$ cat src/rtl/rob_commit_if.sv
// Reorder-buffer port bundle: dispatch, CDB writeback, regfile nick/commit
// ports and the flush/redirect pair. The ROB uses the master modport; the
// pipeline (or a bench) uses the slave modport.
//
// Handshake: dispatch is a valid/ready pair. iDP_en is valid and ~oDP_full is
// ready; an instruction transfers on a rising clk edge where rdy & iDP_en &
// ~oDP_full. CDB results are valid-only (iCDB_en) and are never back-pressured.
// oRF_en and oclr are single-cycle valid strobes with no ready.
interface rob_commit_if #(
    parameter int NICK_W = 5,
    parameter int IDX_W  = 4
);
    logic              rdy;
    logic              iDP_en;
    logic [4:0]        iDP_rd_regnm;
    logic              iDP_has_rd;
    logic              iDP_is_br;
    logic              iDP_pd;
    logic [31:0]       iDP_pc;
    logic [NICK_W-1:0] oDP_nick;
    logic              oDP_full;
    logic              oRF_nick_en;
    logic [4:0]        oRF_nick_regnm;
    logic [NICK_W-1:0] oRF_nick;
    logic              iCDB_en;
    logic [NICK_W-1:0] iCDB_nick;
    logic [31:0]       iCDB_dt;
    logic              iCDB_jump;
    logic [31:0]       iCDB_tgt;
    logic              oRF_en;
    logic [4:0]        oRF_rd_regnm;
    logic [31:0]       oRF_rd_dt;
    logic [NICK_W-1:0] oRF_rd_nick;
    logic              oclr;
    logic [31:0]       oIF_pc;
    logic [IDX_W:0]    dbg_count;

    modport master (
        input  rdy, iDP_en, iDP_rd_regnm, iDP_has_rd, iDP_is_br, iDP_pd, iDP_pc,
        input  iCDB_en, iCDB_nick, iCDB_dt, iCDB_jump, iCDB_tgt,
        output oDP_nick, oDP_full, oRF_nick_en, oRF_nick_regnm, oRF_nick,
        output oRF_en, oRF_rd_regnm, oRF_rd_dt, oRF_rd_nick, oclr, oIF_pc,
        output dbg_count
    );

    modport slave (
        output rdy, iDP_en, iDP_rd_regnm, iDP_has_rd, iDP_is_br, iDP_pd, iDP_pc,
        output iCDB_en, iCDB_nick, iCDB_dt, iCDB_jump, iCDB_tgt,
        input  oDP_nick, oDP_full, oRF_nick_en, oRF_nick_regnm, oRF_nick,
        input  oRF_en, oRF_rd_regnm, oRF_rd_dt, oRF_rd_nick, oclr, oIF_pc,
        input  dbg_count
    );
endinterface

$ cat src/rtl/rob_commit.sv
// Reorder buffer: allocates nicks (entry index + 1) at dispatch, captures CDB
// results, retires in program order and flushes on a retiring branch
// mispredict. Optional commit/flush trace: define ROB_COMMIT_TRACE_EN.
module rob_commit #(
    parameter int ROB_SIZE = 16,
    parameter int IDX_W    = 4,
    parameter int NICK_W   = 5
) (
    input logic          clk,
    input logic          rst,
    rob_commit_if.master bus
);
    localparam int CNT_W = IDX_W + 1;

    logic [IDX_W-1:0]    head_q, head_d, tail_q, tail_d;
    logic [CNT_W-1:0]    count_q, count_d;
    logic [ROB_SIZE-1:0] busy_q, busy_d, ready_q, ready_d;
    logic [ROB_SIZE-1:0] has_rd_q, has_rd_d, is_br_q, is_br_d;
    logic [ROB_SIZE-1:0] pd_q, pd_d, jump_q, jump_d;
    logic [4:0]          regnm_q [ROB_SIZE];
    logic [4:0]          regnm_d [ROB_SIZE];
    logic [31:0]         dt_q    [ROB_SIZE];
    logic [31:0]         dt_d    [ROB_SIZE];
    logic [31:0]         pc_q    [ROB_SIZE];
    logic [31:0]         pc_d    [ROB_SIZE];
    logic [31:0]         tgt_q   [ROB_SIZE];
    logic [31:0]         tgt_d   [ROB_SIZE];

    logic                rf_en_q, rf_en_d, clr_q, clr_d;
    logic [4:0]          rf_regnm_q, rf_regnm_d;
    logic [31:0]         rf_dt_q, rf_dt_d, if_pc_q, if_pc_d;
    logic [NICK_W-1:0]   rf_nick_q, rf_nick_d;

    logic                full, accept, commit, mispredict, wb_hit;
    logic [NICK_W-1:0]   wb_m1, tail_nick, head_nick;
    logic [IDX_W-1:0]    wb_idx;
    logic [4:0]          commit_rd;
    logic [31:0]         redirect_pc;

    // Full ignores a same-cycle commit on purpose: keeps the stall path short.
    assign full        = (count_q == CNT_W'(ROB_SIZE));
    assign accept      = bus.rdy & bus.iDP_en & ~full;
    assign commit      = bus.rdy & busy_q[head_q] & ready_q[head_q];
    assign mispredict  = commit & is_br_q[head_q] & (jump_q[head_q] != pd_q[head_q]);
    assign wb_m1       = bus.iCDB_nick - NICK_W'(1);
    assign wb_idx      = wb_m1[IDX_W-1:0];
    assign wb_hit      = bus.rdy & bus.iCDB_en & (bus.iCDB_nick != '0)
                       & (bus.iCDB_nick <= NICK_W'(ROB_SIZE)) & busy_q[wb_idx];
    assign tail_nick   = NICK_W'(tail_q) + NICK_W'(1);
    assign head_nick   = NICK_W'(head_q) + NICK_W'(1);
    // Branches and stores carry no rd, so they retire as a write to x0.
    assign commit_rd   = has_rd_q[head_q] ? regnm_q[head_q] : 5'd0;
    assign redirect_pc = jump_q[head_q] ? tgt_q[head_q] : pc_q[head_q] + 32'd4;

    assign bus.oDP_nick       = tail_nick;
    assign bus.oDP_full       = full;
    assign bus.oRF_nick_en    = accept & bus.iDP_has_rd & (bus.iDP_rd_regnm != 5'd0);
    assign bus.oRF_nick_regnm = bus.iDP_rd_regnm;
    assign bus.oRF_nick       = tail_nick;
    assign bus.oRF_en         = rf_en_q;
    assign bus.oRF_rd_regnm   = rf_regnm_q;
    assign bus.oRF_rd_dt      = rf_dt_q;
    assign bus.oRF_rd_nick    = rf_nick_q;
    assign bus.oclr           = clr_q;
    assign bus.oIF_pc         = if_pc_q;
    assign bus.dbg_count      = count_q;

    // Next state: commit at head, CDB capture, dispatch at tail, then flush override.
    always_comb begin
        head_d     = head_q;
        tail_d     = tail_q;
        count_d    = count_q;
        busy_d     = busy_q;
        ready_d    = ready_q;
        has_rd_d   = has_rd_q;
        is_br_d    = is_br_q;
        pd_d       = pd_q;
        jump_d     = jump_q;
        regnm_d    = regnm_q;
        dt_d       = dt_q;
        pc_d       = pc_q;
        tgt_d      = tgt_q;
        rf_en_d    = rf_en_q;
        rf_regnm_d = rf_regnm_q;
        rf_dt_d    = rf_dt_q;
        rf_nick_d  = rf_nick_q;
        clr_d      = 1'b0;
        if_pc_d    = if_pc_q;
        if (bus.rdy) begin
            rf_en_d = commit;
            if (commit) begin
                rf_regnm_d      = commit_rd;
                rf_dt_d         = (commit_rd == 5'd0) ? 32'd0 : dt_q[head_q];
                rf_nick_d       = head_nick;
                busy_d[head_q]  = 1'b0;
                ready_d[head_q] = 1'b0;
                head_d          = head_q + IDX_W'(1);
            end
            if (wb_hit) begin
                ready_d[wb_idx] = 1'b1;
                dt_d[wb_idx]    = bus.iCDB_dt;
                jump_d[wb_idx]  = bus.iCDB_jump;
                tgt_d[wb_idx]   = bus.iCDB_tgt;
            end
            if (accept) begin
                busy_d[tail_q]   = 1'b1;
                ready_d[tail_q]  = 1'b0;
                has_rd_d[tail_q] = bus.iDP_has_rd;
                is_br_d[tail_q]  = bus.iDP_is_br;
                pd_d[tail_q]     = bus.iDP_pd;
                regnm_d[tail_q]  = bus.iDP_rd_regnm;
                pc_d[tail_q]     = bus.iDP_pc;
                tail_d           = tail_q + IDX_W'(1);
            end
            count_d = count_q + CNT_W'(accept) - CNT_W'(commit);
            if (mispredict) begin
                clr_d   = 1'b1;
                if_pc_d = redirect_pc;
                head_d  = '0;
                tail_d  = '0;
                count_d = '0;
                busy_d  = '0;
                ready_d = '0;
            end
        end
    end

    // Control state and registered outputs; reset beats any pending event.
    always_ff @(posedge clk) begin
        if (rst) begin
            head_q     <= '0;
            tail_q     <= '0;
            count_q    <= '0;
            busy_q     <= '0;
            ready_q    <= '0;
            rf_en_q    <= 1'b0;
            rf_regnm_q <= '0;
            rf_dt_q    <= '0;
            rf_nick_q  <= '0;
            clr_q      <= 1'b0;
            if_pc_q    <= '0;
        end else begin
            head_q     <= head_d;
            tail_q     <= tail_d;
            count_q    <= count_d;
            busy_q     <= busy_d;
            ready_q    <= ready_d;
            rf_en_q    <= rf_en_d;
            rf_regnm_q <= rf_regnm_d;
            rf_dt_q    <= rf_dt_d;
            rf_nick_q  <= rf_nick_d;
            clr_q      <= clr_d;
            if_pc_q    <= if_pc_d;
        end
    end

    // Entry payload; only meaningful while busy, so it needs no reset.
    always_ff @(posedge clk) begin
        has_rd_q <= has_rd_d;
        is_br_q  <= is_br_d;
        pd_q     <= pd_d;
        jump_q   <= jump_d;
        regnm_q  <= regnm_d;
        dt_q     <= dt_d;
        pc_q     <= pc_d;
        tgt_q    <= tgt_d;
    end

`ifdef ROB_COMMIT_TRACE_EN
    // Commit and flush trace for simulation logs.
    always_ff @(posedge clk) begin
        if (!rst && commit)
            $display("COMMIT pc=%h rd=%0d dt=%h nick=%0d", pc_q[head_q], commit_rd,
                     (commit_rd == 5'd0) ? 32'd0 : dt_q[head_q], head_nick);
        if (!rst && mispredict)
            $display("FLUSH tgt=%h", redirect_pc);
    end
`endif
endmodule

$ cat src/flat_wrapper.sv
// flat-port wrapper written by rule: the top's interface ports become plain ports
module rob_commit_flat 
#(
    parameter int ROB_SIZE = 16,
    parameter int IDX_W    = 4,
    parameter int NICK_W   = 5
)
  (clk, rst, bus_rdy, bus_iDP_en, bus_iDP_rd_regnm, bus_iDP_has_rd, bus_iDP_is_br, bus_iDP_pd, bus_iDP_pc, bus_iCDB_en, bus_iCDB_nick, bus_iCDB_dt, bus_iCDB_jump, bus_iCDB_tgt, bus_oDP_nick, bus_oDP_full, bus_oRF_nick_en, bus_oRF_nick_regnm, bus_oRF_nick, bus_oRF_en, bus_oRF_rd_regnm, bus_oRF_rd_dt, bus_oRF_rd_nick, bus_oclr, bus_oIF_pc, bus_dbg_count);
  rob_commit_if #(.NICK_W(NICK_W), .IDX_W(IDX_W)) bus_i ();
  input logic clk;
  input logic rst;
  input wire logic [$bits(bus_i.rdy)-1:0] bus_rdy;
  input wire logic [$bits(bus_i.iDP_en)-1:0] bus_iDP_en;
  input wire logic [$bits(bus_i.iDP_rd_regnm)-1:0] bus_iDP_rd_regnm;
  input wire logic [$bits(bus_i.iDP_has_rd)-1:0] bus_iDP_has_rd;
  input wire logic [$bits(bus_i.iDP_is_br)-1:0] bus_iDP_is_br;
  input wire logic [$bits(bus_i.iDP_pd)-1:0] bus_iDP_pd;
  input wire logic [$bits(bus_i.iDP_pc)-1:0] bus_iDP_pc;
  input wire logic [$bits(bus_i.iCDB_en)-1:0] bus_iCDB_en;
  input wire logic [$bits(bus_i.iCDB_nick)-1:0] bus_iCDB_nick;
  input wire logic [$bits(bus_i.iCDB_dt)-1:0] bus_iCDB_dt;
  input wire logic [$bits(bus_i.iCDB_jump)-1:0] bus_iCDB_jump;
  input wire logic [$bits(bus_i.iCDB_tgt)-1:0] bus_iCDB_tgt;
  output wire logic [$bits(bus_i.oDP_nick)-1:0] bus_oDP_nick;
  output wire logic [$bits(bus_i.oDP_full)-1:0] bus_oDP_full;
  output wire logic [$bits(bus_i.oRF_nick_en)-1:0] bus_oRF_nick_en;
  output wire logic [$bits(bus_i.oRF_nick_regnm)-1:0] bus_oRF_nick_regnm;
  output wire logic [$bits(bus_i.oRF_nick)-1:0] bus_oRF_nick;
  output wire logic [$bits(bus_i.oRF_en)-1:0] bus_oRF_en;
  output wire logic [$bits(bus_i.oRF_rd_regnm)-1:0] bus_oRF_rd_regnm;
  output wire logic [$bits(bus_i.oRF_rd_dt)-1:0] bus_oRF_rd_dt;
  output wire logic [$bits(bus_i.oRF_rd_nick)-1:0] bus_oRF_rd_nick;
  output wire logic [$bits(bus_i.oclr)-1:0] bus_oclr;
  output wire logic [$bits(bus_i.oIF_pc)-1:0] bus_oIF_pc;
  output wire logic [$bits(bus_i.dbg_count)-1:0] bus_dbg_count;
  assign bus_i.rdy = bus_rdy;
  assign bus_i.iDP_en = bus_iDP_en;
  assign bus_i.iDP_rd_regnm = bus_iDP_rd_regnm;
  assign bus_i.iDP_has_rd = bus_iDP_has_rd;
  assign bus_i.iDP_is_br = bus_iDP_is_br;
  assign bus_i.iDP_pd = bus_iDP_pd;
  assign bus_i.iDP_pc = bus_iDP_pc;
  assign bus_i.iCDB_en = bus_iCDB_en;
  assign bus_i.iCDB_nick = bus_iCDB_nick;
  assign bus_i.iCDB_dt = bus_iCDB_dt;
  assign bus_i.iCDB_jump = bus_iCDB_jump;
  assign bus_i.iCDB_tgt = bus_iCDB_tgt;
  assign bus_oDP_nick = bus_i.oDP_nick;
  assign bus_oDP_full = bus_i.oDP_full;
  assign bus_oRF_nick_en = bus_i.oRF_nick_en;
  assign bus_oRF_nick_regnm = bus_i.oRF_nick_regnm;
  assign bus_oRF_nick = bus_i.oRF_nick;
  assign bus_oRF_en = bus_i.oRF_en;
  assign bus_oRF_rd_regnm = bus_i.oRF_rd_regnm;
  assign bus_oRF_rd_dt = bus_i.oRF_rd_dt;
  assign bus_oRF_rd_nick = bus_i.oRF_rd_nick;
  assign bus_oclr = bus_i.oclr;
  assign bus_oIF_pc = bus_i.oIF_pc;
  assign bus_dbg_count = bus_i.dbg_count;
  rob_commit #(.ROB_SIZE(ROB_SIZE), .IDX_W(IDX_W), .NICK_W(NICK_W)) u_core (.clk(clk), .rst(rst), .bus(bus_i));
endmodule
$ cat config.mk
export PLATFORM = sky130hd
export DESIGN_NAME = rob_commit_flat
export DESIGN_NICKNAME = d
export VERILOG_FILES = /design/src/rtl/rob_commit_if.sv /design/src/rtl/rob_commit.sv /design/src/flat_wrapper.sv
export SDC_FILE = /design/constraint.sdc
export NUM_CORES = 2
export LEC_CHECK = 0
export CORE_MARGIN = 4
export CORE_UTILIZATION = 60
export CTS_CLUSTER_SIZE = 16
export DETAILED_ROUTE_END_ITERATION = 8
export HOLD_SLACK_MARGIN = 0.02
export PLACE_DENSITY = 0.89
export SLEW_MARGIN = 20
export SYNTH_ARGS = -nofsm -noshare
export SYNTH_HDL_FRONTEND = slang
export SYNTH_SLANG_ARGS = --single-unit
$ cat constraint.sdc
create_clock -name clk -period 10.2 [get_ports clk]
set_input_delay 1.53 -clock clk [delete_from_list [all_inputs] [get_ports clk]]
set_output_delay 1.53 -clock clk [all_outputs]
set_load 0.02 [all_outputs]
==> metrics.txt <==
nets@finish=3,610; Data arrival, critical path=6400 ps; critical path class=reg -> reg; Worst setup EP type=flop; DR vias/cell=~7.1; Post-CTS Hold Fix Bufs=0; final setup fails=0; GR Util All Layers=31.13%; Slew headroom=28.43%; Sw Share=slightly above 20%; Clk pwr share=42.3%; Worst IR Drop VDD=0.1945 mV; final slew viol count=0; number of remaining DRC errors=3; final hold slack=459.8 ps; status=finished, violations left; vias in the first global route=36,770; first-pass GRT wire length=269,700 um; Cell Int Power=about 11 mW; static leakage=23.92 nW; Post-synth EDFFs=1,680; Iter 0 DRT Violations=6,143; share of the synthesized area in the top cell type=72.22%; Die ar.=121,900 um2; clk root buf=clkbuf_16; Top Ports=approximately 210; Yosys reg bits=1,801; worst-path fanout max=50; Crit path required time=10,900 ps; layout cells sized above 1=23.51%; Final GP Congestion=roughly 0.87; RSZ-0062 raised after global routing=false; worst-margin pin slew=1071 ps; final instance area=slightly below 80,000 um2; largest net degree at the start of global routing=180; Sink Count=between 1,500 and 2,000; Post-CTS Setup Bufs=0; total number of vias=36,790; CP bufs+invs=1; Die H=349.2 um; CP delay by family, top=simple AND/OR/NAND/NOR gates; Syn Nets=3,349; P&R area growth vs syn=12.91%; Worst-path clk slew=~60 ps; Sequential Power Share=55.8%; failing checks=design-rule violations; Achievable Freq=175.2 MHz; max-cap violation count=0; Synth Cell Area=~70,000 um2; Fillers=roughly 6,400; Std-Cell Rows=~120; IO Port Bufs=212; Die Width=between 300 and 400 um; PostCTS Resize Cnt=0; startpoint types=flop; post-route setup TNS=0 ps; CP max-delay cell=nor2_1; Async SR Flop Fraction=0%; final WL=190,500 um; most common cell in the netlist=edfxtp_1; Post-synth top cells=edfxtp_1 (1,680), mux4_2 (491), dfxtp_1 (121); worst hold path type=reg -> reg; Crit path largest cell delay=1000 ps; Logic pwr share=1.9%; PD cells=183.8 nW/um2; drt first pass iters=9; register area share after synthesis=75.69%; Synth Instances=3,213; Yosys Warn Count=0; Worst Clk Skew=37.80 ps; leading area contributor after synthesis=edfxtp_1; Net Sw Power=3.003 mW; Core ar.=115,000 um2; Reg2Reg Setup Slack=between 4000 and 5000 ps; GR Overflow Total=0; CP cell instances=buf_4 -> mux4_1 -> mux4_2 -> xor2_1 -> nand3_4 -> nor2_1 -> o21ai_0 -> a21oi_1; min cycle time layout=5708 ps; synth top area cells=edfxtp_1 (72%), mux4_2 (16%), dfxtp_1 (3.5%); Post-Syn Area per Cell=21.74 um2; CTS H-tree depth=4; leading register cell type out of synthesis=edfxtp_1; Antenna Nets Post-Route=0; antenna violations before repair=29; dpl cell area=around 73,000 um2; CTS tree=yes; Num CTS Buffers=171; drt wl/cell=36.98 um; Starting Density=60.76%; crit share post-route=55.96%; clock latency on the worst-skew pair=790 ps; Post-DP HPWL=98,960 um; Clock Tree Buf Depth=3; Final Hold Viols=0; library cells used by synthesis=69
==> kinds of logic (layout without fill, tap and decap cells) <==
kind of cell | count (synthesis) | after routing | share of synthesized area [%]
xor+xnor | 34 | 34 | 0.4263
buf+inv | 209 | 612 | 1.820
flops | 1801 | 1801 | 75.69
mux | 527 | 527 | 16.84
other cells | 0 | 25 | 0
compound gates | 224 | 224 | 1.997
simple gates | 397 | 397 | 2.848
fa+ha+maj | 21 | 21 | 0.3869
==> worst min-delay path: stages (launching register included) <==
cell and delay, ps:
dfxtp_1 310, nand2_1 50, a21oi_1 50
==> flip-flops by register name (all words and copies together) (netlist names), 16 cells and up <==
name	flops
u_core.jump_q	16
u_core.regnm_q	80
u_core.bus.oIF_pc	32
u_core.tgt_q	512
u_core.bus.oRF_rd_dt	32
u_core.busy_q	16
u_core.pc_q	512
u_core.is_br_q	16
u_core.pd_q	16
u_core.dt_q	512
u_core.has_rd_q	16
u_core.ready_q	16
==> placed cells by master (no fill, tap or decap), types with 14 or more instances in the layout <==
cell / Yosys / final
edfxtp_1: 1680 / 1680
mux4_2: 491 / 491
clkdlybuf4s50_1: 0 / 211
clkbuf_16: 0 / 172
nand2_1: 118 / 118
dfxtp_1: 121 / 117
a21oi_1: 112 / 112
nor2_1: 96 / 76
buf_4: 26 / 46
clkbuf_1: 67 / 43
nand2b_1: 42 / 42
clkinv_1: 0 / 37
clkinv_2: 1 / 32
a22oi_1: 28 / 28
diode_2: 0 / 25
nand3_1: 26 / 25
o21ai_0: 25 / 24
mux4_1: 21 / 21
inv_1: 22 / 21
ha_1: 20 / 20
xor2_1: 19 / 19
nor2_4: 0 / 19
a31oi_1: 16 / 16
xnor2_1: 15 / 15
nor2b_1: 16 / 14
mux2i_1: 14 / 14
==> area by class of cell <==
cell class	count	area [um2]	area share, %
sequential	1801	52890	67.05
tap	1512	1892	2.398
clock inverter	96	753.2	0.9549
timing repair buffer	273	2754	3.491
clock buffer	219	4521	5.731
antenna	25	62.56	0.07931
inverter	24	91.34	0.1158
multi-input combinational	1203	15920	20.18
==> through the flow <==
step / power, mW / std cells / utilization [%] / setup slack, ps
6_report: 14.50 / 5153 / 68.61 / 4492
5_1_grt: 14.89 / 5137 / 68.57 / 4167
4_1_cts: 14.51 / 5124 / 68.43 / 4097
3_5_place_dp: 8.517 / 4809 / 63.85 / 4006
3_3_place_gp: 8.499 / 4807 / 63.79 / 4120
2_1_floorplan: 8.338 / 3213 / - / 3768
==> worst paths after layout <==
| check | startpoint | to | cells past startpoint |
|---|---|---|---|
| setup reg to reg | u_core.head_q[0] | u_core.bus.oIF_pc[21] | 8 |
| setup / recovery | u_core.head_q[0] | u_core.bus.oIF_pc[21] | 8 |
| hold reg to reg | u_core.bus.oRF_rd_dt[1] | u_core.bus.oRF_rd_dt[1] | 2 |
| hold / removal | u_core.bus.oRF_rd_dt[1] | u_core.bus.oRF_rd_dt[1] | 2 |
==> layer usage <==
layer  routed length, um  global-route usage [%]  up-vias
li1                    -                       -    13940
met1               61860                   40.15    18890
met2               95140                   50.46     3332
met3               22690                   7.505      612
met4               10770                   15.40       14
met5                  95                       0        -
==> power by group through the flow <==
stage | Sequential, mW | Clock [mW] | Combinational, mW
floorplan | 8.25 | 0 | 0.0847
global placement | 8.25 | 0 | 0.250
detailed placement | 8.25 | 0 | 0.265
CTS | 8.09 | 6.14 | 0.271
global route | 8.09 | 6.50 | 0.294
finish | 8.09 | 6.13 | 0.279
(Power assumes the default switching activity.)
